==> src/rtl/codec_cfg_seq.sv <==
// Replays a host-loaded table of 16-bit codec register writes through a local-bus I2C master.
// Build option: define CFG_SEQ_RETRY_EN to retry NACKed entries up to MAX_RETRY times.
module codec_cfg_seq #(
  parameter int         LB_DATA_W    = 32,
  parameter int         LB_ADDR_W    = 8,
  parameter int         NUM_ENTRIES  = 16,
  parameter logic [6:0] DEV_ADDR     = 7'h1A,
  parameter logic [7:0] CLK_DIV      = 8'd250,
  parameter int         MAX_RETRY    = 3,
  parameter int         M_ADDR_REG   = 0,
  parameter int         M_CLKDIV_REG = 1,
  parameter int         M_CONFIG_REG = 2,
  parameter int         M_STATUS_REG = 3,
  parameter int         M_DATA_BASE  = 8
) (
  input  logic                 clk,
  input  logic                 rst_n,
  input  logic                 lb_wr_en,
  input  logic                 lb_rd_en,
  input  logic [LB_ADDR_W-1:0] lb_addr,
  input  logic [LB_DATA_W-1:0] lb_wr_data,
  output logic                 lb_wr_valid,
  output logic                 lb_rd_valid,
  output logic [LB_DATA_W-1:0] lb_rd_data,
  output logic                 m_lb_wr_en,
  output logic                 m_lb_rd_en,
  output logic [LB_ADDR_W-1:0] m_lb_addr,
  output logic [LB_DATA_W-1:0] m_lb_wr_data,
  input  logic                 m_lb_rd_valid,
  input  logic [LB_DATA_W-1:0] m_lb_rd_data
);

  localparam int IDX_W = (NUM_ENTRIES > 1) ? $clog2(NUM_ENTRIES) : 1;

`ifdef CFG_SEQ_RETRY_EN
  localparam bit RETRY_EN = 1'b1;
`else
  localparam bit RETRY_EN = 1'b0;
`endif
  localparam logic [1:0] RETRY_LIM = 2'(MAX_RETRY);

  localparam logic [3:0] S_IDLE      = 4'd0;
  localparam logic [3:0] S_SETUP_DIV = 4'd1;
  localparam logic [3:0] S_SETUP_ADR = 4'd2;
  localparam logic [3:0] S_LOAD_B0   = 4'd3;
  localparam logic [3:0] S_LOAD_B1   = 4'd4;
  localparam logic [3:0] S_KICK      = 4'd5;
  localparam logic [3:0] S_GAP       = 4'd6;
  localparam logic [3:0] S_POLL_RD   = 4'd7;
  localparam logic [3:0] S_POLL_WAIT = 4'd8;
  localparam logic [3:0] S_CHECK     = 4'd9;
  localparam logic [3:0] S_DONE      = 4'd10;

  localparam logic [LB_ADDR_W-1:0] A_CTRL   = LB_ADDR_W'(0);
  localparam logic [LB_ADDR_W-1:0] A_STATUS = LB_ADDR_W'(1);
  localparam logic [LB_ADDR_W-1:0] A_NUM    = LB_ADDR_W'(2);
  localparam logic [LB_ADDR_W-1:0] A_TBL    = LB_ADDR_W'(16);

  logic [3:0]           state_q, state_d;
  logic [4:0]           idx_q, idx_d;
  logic [4:0]           num_q, num_d;
  logic [1:0]           retry_q, retry_d;
  logic [1:0]           gap_q, gap_d;
  logic [1:0]           abort_cnt_q, abort_cnt_d;
  logic                 abort_pend_q, abort_pend_d;
  logic                 done_q, done_d;
  logic                 err_q, err_d;
  logic                 nack_q, nack_d;
  logic [15:0]          tbl_q [NUM_ENTRIES];
  logic [15:0]          tbl_d [NUM_ENTRIES];
  logic                 lb_wr_valid_q, lb_wr_valid_d;
  logic                 lb_rd_valid_q, lb_rd_valid_d;
  logic [LB_DATA_W-1:0] lb_rd_data_q, lb_rd_data_d;
  logic                 m_wr_en_q, m_wr_en_d;
  logic                 m_rd_en_q, m_rd_en_d;
  logic [LB_ADDR_W-1:0] m_addr_q, m_addr_d;
  logic [LB_DATA_W-1:0] m_wr_data_q, m_wr_data_d;

  logic                 ctrl_wr, start, abort, run, busy;
  logic [LB_ADDR_W-1:0] tbl_off;
  logic                 tbl_hit;
  logic [IDX_W-1:0]     tbl_idx;
  logic [15:0]          cur_entry;
  logic [LB_DATA_W-1:0] status;
  logic                 unused_bits;

  assign ctrl_wr   = lb_wr_en && (lb_addr == A_CTRL);
  assign start     = ctrl_wr && lb_wr_data[0];
  assign abort     = ctrl_wr && lb_wr_data[1];
  assign run       = (state_q != S_IDLE);
  assign busy      = run && (state_q != S_DONE);
  assign tbl_off   = lb_addr - A_TBL;
  assign tbl_hit   = (lb_addr >= A_TBL) && (tbl_off < LB_ADDR_W'(NUM_ENTRIES));
  assign tbl_idx   = tbl_off[IDX_W-1:0];
  assign cur_entry = tbl_q[idx_q[IDX_W-1:0]];
  assign unused_bits = ^{lb_wr_data[LB_DATA_W-1:16], m_lb_rd_data[LB_DATA_W-1:2]};

  always_comb begin
    status        = '0;
    status[0]     = busy;
    status[1]     = done_q;
    status[2]     = err_q;
    status[11:8]  = idx_q[3:0];
    status[17:16] = retry_q;
  end

  // Host side: one-cycle acknowledge; table and count are frozen while a sequence runs.
  always_comb begin
    lb_wr_valid_d = lb_wr_en;
    lb_rd_valid_d = lb_rd_en;
    lb_rd_data_d  = '0;
    num_d         = num_q;
    tbl_d         = tbl_q;
    if (lb_rd_en) begin
      if (lb_addr == A_STATUS)   lb_rd_data_d = status;
      else if (lb_addr == A_NUM) lb_rd_data_d = LB_DATA_W'(num_q);
      else if (tbl_hit)          lb_rd_data_d = LB_DATA_W'(tbl_q[tbl_idx]);
    end
    if (lb_wr_en && !run) begin
      if (lb_addr == A_NUM) num_d = lb_wr_data[4:0];
      else if (tbl_hit)     tbl_d[tbl_idx] = lb_wr_data[15:0];
    end
  end

  always_comb begin
    state_d      = state_q;
    idx_d        = idx_q;
    retry_d      = retry_q;
    gap_d        = gap_q;
    abort_cnt_d  = abort_cnt_q;
    abort_pend_d = abort_pend_q;
    done_d       = done_q;
    err_d        = err_q;
    nack_d       = nack_q;
    m_wr_en_d    = 1'b0;
    m_rd_en_d    = 1'b0;
    m_addr_d     = '0;
    m_wr_data_d  = '0;

    case (state_q)
      S_IDLE: begin
        if (start && !abort) begin
          done_d  = (num_q == 5'd0);
          err_d   = 1'b0;
          idx_d   = '0;
          retry_d = '0;
          if (num_q != 5'd0) state_d = S_SETUP_DIV;
        end
      end
      S_SETUP_DIV: begin
        m_wr_en_d   = 1'b1;
        m_addr_d    = LB_ADDR_W'(M_CLKDIV_REG);
        m_wr_data_d = LB_DATA_W'(CLK_DIV);
        state_d     = S_SETUP_ADR;
      end
      S_SETUP_ADR: begin
        m_wr_en_d   = 1'b1;
        m_addr_d    = LB_ADDR_W'(M_ADDR_REG);
        m_wr_data_d = LB_DATA_W'({DEV_ADDR, 1'b0});
        state_d     = S_LOAD_B0;
      end
      S_LOAD_B0: begin
        m_wr_en_d   = 1'b1;
        m_addr_d    = LB_ADDR_W'(M_DATA_BASE);
        m_wr_data_d = LB_DATA_W'(cur_entry[15:8]);
        state_d     = S_LOAD_B1;
      end
      S_LOAD_B1: begin
        m_wr_en_d   = 1'b1;
        m_addr_d    = LB_ADDR_W'(M_DATA_BASE + 1);
        m_wr_data_d = LB_DATA_W'(cur_entry[7:0]);
        state_d     = S_KICK;
      end
      S_KICK: begin
        m_wr_en_d   = 1'b1;
        m_addr_d    = LB_ADDR_W'(M_CONFIG_REG);
        m_wr_data_d = LB_DATA_W'(32'h0000_0207);
        gap_d       = '0;
        state_d     = S_GAP;
      end
      // Give the master time to raise busy before the first status read.
      S_GAP: begin
        gap_d = gap_q + 2'd1;
        if (gap_q == 2'd3) state_d = S_POLL_RD;
      end
      S_POLL_RD: begin
        m_rd_en_d   = 1'b1;
        m_addr_d    = LB_ADDR_W'(M_STATUS_REG);
        abort_cnt_d = '0;
        state_d     = S_POLL_WAIT;
      end
      S_POLL_WAIT: begin
        if (m_lb_rd_valid) begin
          nack_d  = m_lb_rd_data[1];
          state_d = m_lb_rd_data[0] ? S_POLL_RD : S_CHECK;
        end
      end
      S_CHECK: begin
        if (!nack_q) begin
          idx_d   = idx_q + 5'd1;
          retry_d = '0;
          if (idx_q + 5'd1 == num_q) begin
            done_d  = 1'b1;
            state_d = S_DONE;
          end else begin
            state_d = S_LOAD_B0;
          end
        end else if (RETRY_EN && (retry_q < RETRY_LIM)) begin
          retry_d = retry_q + 2'd1;
          state_d = S_LOAD_B0;
        end else begin
          err_d   = 1'b1;
          done_d  = 1'b1;
          state_d = S_DONE;
        end
      end
      S_DONE:  state_d = S_IDLE;
      default: state_d = S_IDLE;
    endcase

    // Abort suppresses every further strobe; a read already in flight is drained first.
    if (busy && (abort || abort_pend_q)) begin
      m_wr_en_d   = 1'b0;
      m_rd_en_d   = 1'b0;
      m_addr_d    = '0;
      m_wr_data_d = '0;
      if ((state_q == S_POLL_WAIT) && !m_lb_rd_valid && (abort_cnt_q != 2'd3)) begin
        abort_pend_d = 1'b1;
        abort_cnt_d  = abort_cnt_q + 2'd1;
        state_d      = S_POLL_WAIT;
      end else begin
        abort_pend_d = 1'b0;
        err_d        = 1'b1;
        state_d      = S_IDLE;
      end
    end
  end

  always_ff @(posedge clk or negedge rst_n) begin
    if (!rst_n) begin
      state_q       <= S_IDLE;
      idx_q         <= '0;
      num_q         <= '0;
      retry_q       <= '0;
      gap_q         <= '0;
      abort_cnt_q   <= '0;
      abort_pend_q  <= 1'b0;
      done_q        <= 1'b0;
      err_q         <= 1'b0;
      nack_q        <= 1'b0;
      for (int k = 0; k < NUM_ENTRIES; k++) tbl_q[k] <= '0;
      lb_wr_valid_q <= 1'b0;
      lb_rd_valid_q <= 1'b0;
      lb_rd_data_q  <= '0;
      m_wr_en_q     <= 1'b0;
      m_rd_en_q     <= 1'b0;
      m_addr_q      <= '0;
      m_wr_data_q   <= '0;
    end else begin
      state_q       <= state_d;
      idx_q         <= idx_d;
      num_q         <= num_d;
      retry_q       <= retry_d;
      gap_q         <= gap_d;
      abort_cnt_q   <= abort_cnt_d;
      abort_pend_q  <= abort_pend_d;
      done_q        <= done_d;
      err_q         <= err_d;
      nack_q        <= nack_d;
      tbl_q         <= tbl_d;
      lb_wr_valid_q <= lb_wr_valid_d;
      lb_rd_valid_q <= lb_rd_valid_d;
      lb_rd_data_q  <= lb_rd_data_d;
      m_wr_en_q     <= m_wr_en_d;
      m_rd_en_q     <= m_rd_en_d;
      m_addr_q      <= m_addr_d;
      m_wr_data_q   <= m_wr_data_d;
    end
  end

  assign lb_wr_valid  = lb_wr_valid_q;
  assign lb_rd_valid  = lb_rd_valid_q;
  assign lb_rd_data   = lb_rd_data_q;
  assign m_lb_wr_en   = m_wr_en_q;
  assign m_lb_rd_en   = m_rd_en_q;
  assign m_lb_addr    = m_addr_q;
  assign m_lb_wr_data = m_wr_data_q;

endmodule
==> config.mk <==
export PLATFORM = sky130hd
export DESIGN_NAME = codec_cfg_seq
export DESIGN_NICKNAME = d
export VERILOG_FILES = /design/src/rtl/codec_cfg_seq.sv
export SDC_FILE = /design/constraint.sdc
export NUM_CORES = 1
export LEC_CHECK = 0
export ABC_AREA = 1
export BUFFER_PORTS_ARGS = -buffer_cell sky130_fd_sc_hd__buf_2
export CAP_MARGIN = 20
export CORE_AREA = 4 4 198 200
export DETAILED_ROUTE_END_ITERATION = 12
export DIE_AREA = 0 0 202 204
export HOLD_SLACK_MARGIN = 0.06
export SLEW_MARGIN = 10
export SYNTH_ARGS = -nofsm -noshare
export SYNTH_HDL_FRONTEND = slang
export SYNTH_SLANG_ARGS = --single-unit
==> constraint.sdc <==
create_clock -name clk -period 1.8 [get_ports clk]
set_input_delay 0.54 -clock clk [delete_from_list [all_inputs] [get_ports clk]]
set_output_delay 0.54 -clock clk [all_outputs]
set_load 0.01 [all_outputs]
==> Implementation_results.wiki <==
{| class="wikitable"
! Metric !! Value
|-
| Area of the core || 37400 um2
|-
| Die footprint || approximately 41000 um2
|-
| Final Setup Violations || 269
|-
| Instance count of the mapped netlist || slightly below 2000
|-
| Antenna violations before repair || 0
|-
| Synthesis warning total || 0
|-
| Synthesized area || approximately 17000 um2
|-
| Final hold violation count || 0
|-
| Number of diodes added for antenna fixing || 0
|-
| First-pass GRT wire length || 85500 um
|-
| Place WS || -0.362 ns
|-
| Required time reported for the critical path endpoint || 2.22 ns
|-
| Transition at the pin with the smallest max-transition slack || between 0.8 and 0.9 ns
|-
| Cell seen most often among critical-path stages || sky130_fd_sc_hd__nand2_1
|-
| Average vias per placed instance || ~6
|-
| TritonCTS clock tree || yes
|-
| Post-Route Skew || between 0.02 and 0.03 ns
|-
| Worst-path clk slew || around 0.06 ns
|-
| I/O Buffers || 62
|-
| Number of pins exceeding their max-slew limit in the final report || 0
|-
| Detailed Place HPWL || roughly 38000 um
|-
| Fin nets || 2286
|-
| Commonest cells in the synthesized netlist || sky130_fd_sc_hd__nand2_1, sky130_fd_sc_hd__dfrtp_1, sky130_fd_sc_hd__nor2_1
|-
| Largest cells by area after synthesis || sky130_fd_sc_hd__dfrtp_1, sky130_fd_sc_hd__nand2_1, sky130_fd_sc_hd__o21ai_0, sky130_fd_sc_hd__o21ai_1, sky130_fd_sc_hd__nor2_1
|-
| Main synth FF type || sky130_fd_sc_hd__dfrtp_1
|-
| Placed cell count || between 2000 and 3000
|-
| Register bit total from synthesis || 310
|-
| Fraction of layout cells with a size suffix above 1 || 39.2%
|-
| Cell type contributing the most total cell area after synthesis || sky130_fd_sc_hd__dfrtp_1
|-
| Pwr Density || about 1100 nW/um2
|-
| Cell count of the worst hold path || 1
|-
| Number of remaining DRC errors || 0
|-
| 1st-iter DRT viols || between 2000 and 2500
|-
| Buffer cell driving the clock tree root || sky130_fd_sc_hd__clkbuf_16
|-
| I/O Pins || 153
|-
| Peak supply drop || between 0.7 and 0.8 mV
|-
| Total placed instance area || between 15000 and 20000 um2
|-
| Core Rows || 71
|-
| Hold-critical path endpoint || lb_rd_valid$_DFF_PN0_
|-
| Via count of the first global-routing pass || around 15000
|-
| Portion of synthesized cell area occupied by the leading cell type || a little under half
|-
| Global router's overall resource usage || about a quarter
|-
| CP arrival || approximately 2.5 ns
|-
| Final critical-path required period || about 2.1 ns
|-
| Maximum number of pins on one net before global-route repair || 71
|-
| Clock buffers created by TritonCTS || 36
|-
| Endpoint of the lowest-slack register-to-register path || m_lb_wr_data[2]$_DFF_PN0_
|-
| Number of flops mapped to enable cells by yosys || 0
|-
| Chip width || between 200 and 250 um
|-
| Total number of vias || ~17000
|-
| Synth-to-Final Area Change || 41.8%
|-
| Worst Reg-to-Reg Cells || 12
|-
| Failing checks || negative setup slack
|-
| Bufs on Longest Clock Path || 3
|-
| Type of the tightest min-delay check || in2reg
|-
| Antenna viol nets, final || 0
|-
| RSZ-0062 raised after global routing || yes
|-
| Final GP Congestion || approximately 0.92
|-
| Worst stage delay on the critical path || 0.58 ns
|-
| Length of the first detailed-routing pass in iterations || 6
|-
| Number of distinct library cells after synthesis || 39
|-
| Asr flop ratio synth || between 90% and 100%
|-
| Crit-path cells || buf_8, buf_4, nor2_1, nor2_1, o21ai_0, o211ai_1, o211ai_1, nand2_1, nand2_1, nand3_1, nand2_1, inv_1
|-
| Outcome || finished with violations
|-
| Initial Utilization || between 40% and 50%
|-
| Total clock sinks || 310
|-
| Max_cap viols || 0
|-
| Reg2reg setup slack || -0.30 ns
|-
| Relative slew margins || between 40% and 50%
|-
| Post-synthesis average cell area || 8.34 um2
|-
| Part of the Yosys area used for sequential elements || between 40% and 50%
|-
| Htree depth || 2
|-
| Crit end category || register
|-
| Total non-filler cell area in the finished layout || 23500 um2
|-
| Standard cell with the maximum stage delay on the critical path || sky130_fd_sc_hd__dfrtp_4
|-
| Wirelength, routed || about 70000 um
|-
| Die height || 204 um
|-
| Slack of the critical path || -0.304 ns
|-
| Type of the worst setup path || reg2reg
|-
| Remaining global-route overflow || 0
|-
| Routed wire length per instance || around 25 um
|-
| R2R Path Start || idx_q[0]$_DFFE_PN0P_
|-
| Clk_lat worst skew || about 0.55 ns
|-
| Max Clk Rate || about 480 MHz
|-
| Critical Path Source Type || register
|-
| Cell with the most instances after synthesis || sky130_fd_sc_hd__nand2_1
|-
| Leakage power total || 10.5 nW
|-
| Final worst-path cycle share || 117%
|-
| Min-Delay Startpoint || lb_rd_en
|-
| Crit-path max FO || 15
|-
| Final Instance Count excl. Fillers || approximately 2700
|}
[final cells by class]
class,instances,area [um2]
Timing Repair Buffer,331,4090
Fill cell,2964,13900
Tap cell,511,639
Sequential cell,310,7760
Multi-Input combinational cell,1447,9360
Clock buffer,41,981
Inverter,80,323
Clock inverter,24,374
[state kept, by name, indices dropped and copies added (netlist names)]
register and flops:
tbl_q 256, lb_rd_data 16, m_lb_wr_data 9, idx_q 5, num_q 5, state_q 4
m_lb_addr 3, abort_cnt_q 2, gap_q 2, abort_pend_q 1, done_q 1, err_q 1
lb_rd_valid 1, lb_wr_valid 1, m_lb_rd_en 1, m_lb_wr_en 1, nack_q 1
[critical path, delay by kind of cell (launching register included)]
| kind | cells | cell delay, ns |
|---|---|---|
| buffers and inverters | 3 | 0.40 |
| AOI/OAI and AO/OA | 3 | 0.49 |
| DFF | 1 | 0.58 |
| and+or+nand+nor | 6 | 0.53 |
[stage by stage]
step                      power, mW  utilization (%)  TNS [ns]  hold slack (ns)
after floorplan                12.3                -         0            0.244
after global placement         15.2             50.3    -31.07            0.400
after detailed placement       15.3             50.3    -35.30            0.402
after CTS                      23.8             54.1    -0.903            0.182
after global routing           25.7             62.9    -51.61            0.200
final                          24.7             62.9    -38.00            0.201
[layer usage]
| metal | wire [um] | track usage [%] | vias to the layer above |
|---|---|---|---|
| li1 | - | - | 7246 |
| met1 | 25900 | 37.1 | 8070 |
| met2 | 30800 | 42.0 | 1200 |
| met3 | 8500 | 4.14 | 293 |
| met4 | 4490 | 8.74 | 0 |
| met5 | 0 | 0 | - |
[cell families after synthesis]
logic type	after synthesis	share of synthesized area, %
other	1	0.0226
AOI/OAI and AO/OA	695	24.6
DFF	310	46.8
adders and majority gates	3	0.226
and+or+nand+nor	705	18.5
buffers and inverters	276	9.88
[placed cells by master (no fill, tap or decap), drive strengths merged, types with 8 or more instances in the layout]
cell,count
bufinv,9
clkbuf,80
o211ai,65
buf,291
nand2,385
nor3,8
o22ai,125
a21oi,21
nand4,15
o21ai,476
inv,81
conb,44
clkinv,10
dfrtp,310
nor2,240
nand3,53
[report_power, final]
part / internal [mW] / total (mW) / switching [mW] / leakage (nW)
Sequential: 7.50 / 8.06 / 0.557 / 4.24
Clock: 5.24 / 8.36 / 3.12 / 0.658
Combinational: 3.32 / 8.31 / 4.99 / 5.62
[repair_timing]
action	in CTS	in global routing
gates cloned	0	49
hold endpoints to repair	19	0
buffers inserted	0	13
setup endpoints to repair	13	235
gates resized for setup	32	565
hold buffers	1	0
pin swaps	4	32
[worst max path at each step]
stage / cells past startpoint / slack [ns] / end / start
after global placement: 11 / -0.40 / lb_rd_data[2]$_DFF_PN0_ / lb_addr[1]
after global routing: 12 / -0.32 / m_lb_wr_data[2]$_DFF_PN0_ / idx_q[0]$_DFFE_PN0P_
final: 12 / -0.30 / m_lb_wr_data[2]$_DFF_PN0_ / idx_q[0]$_DFFE_PN0P_
after CTS: 11 / -0.13 / m_lb_wr_data[0]$_DFF_PN0_ / idx_q[0]$_DFFE_PN0P_
after detailed placement: 11 / -0.36 / lb_rd_data[2]$_DFF_PN0_ / lb_addr[1]
after floorplan: 9 / 0.0005 / tbl_q[88]$_DFFE_PN0P_ / lb_addr[7]
(Power assumes the default switching activity.)
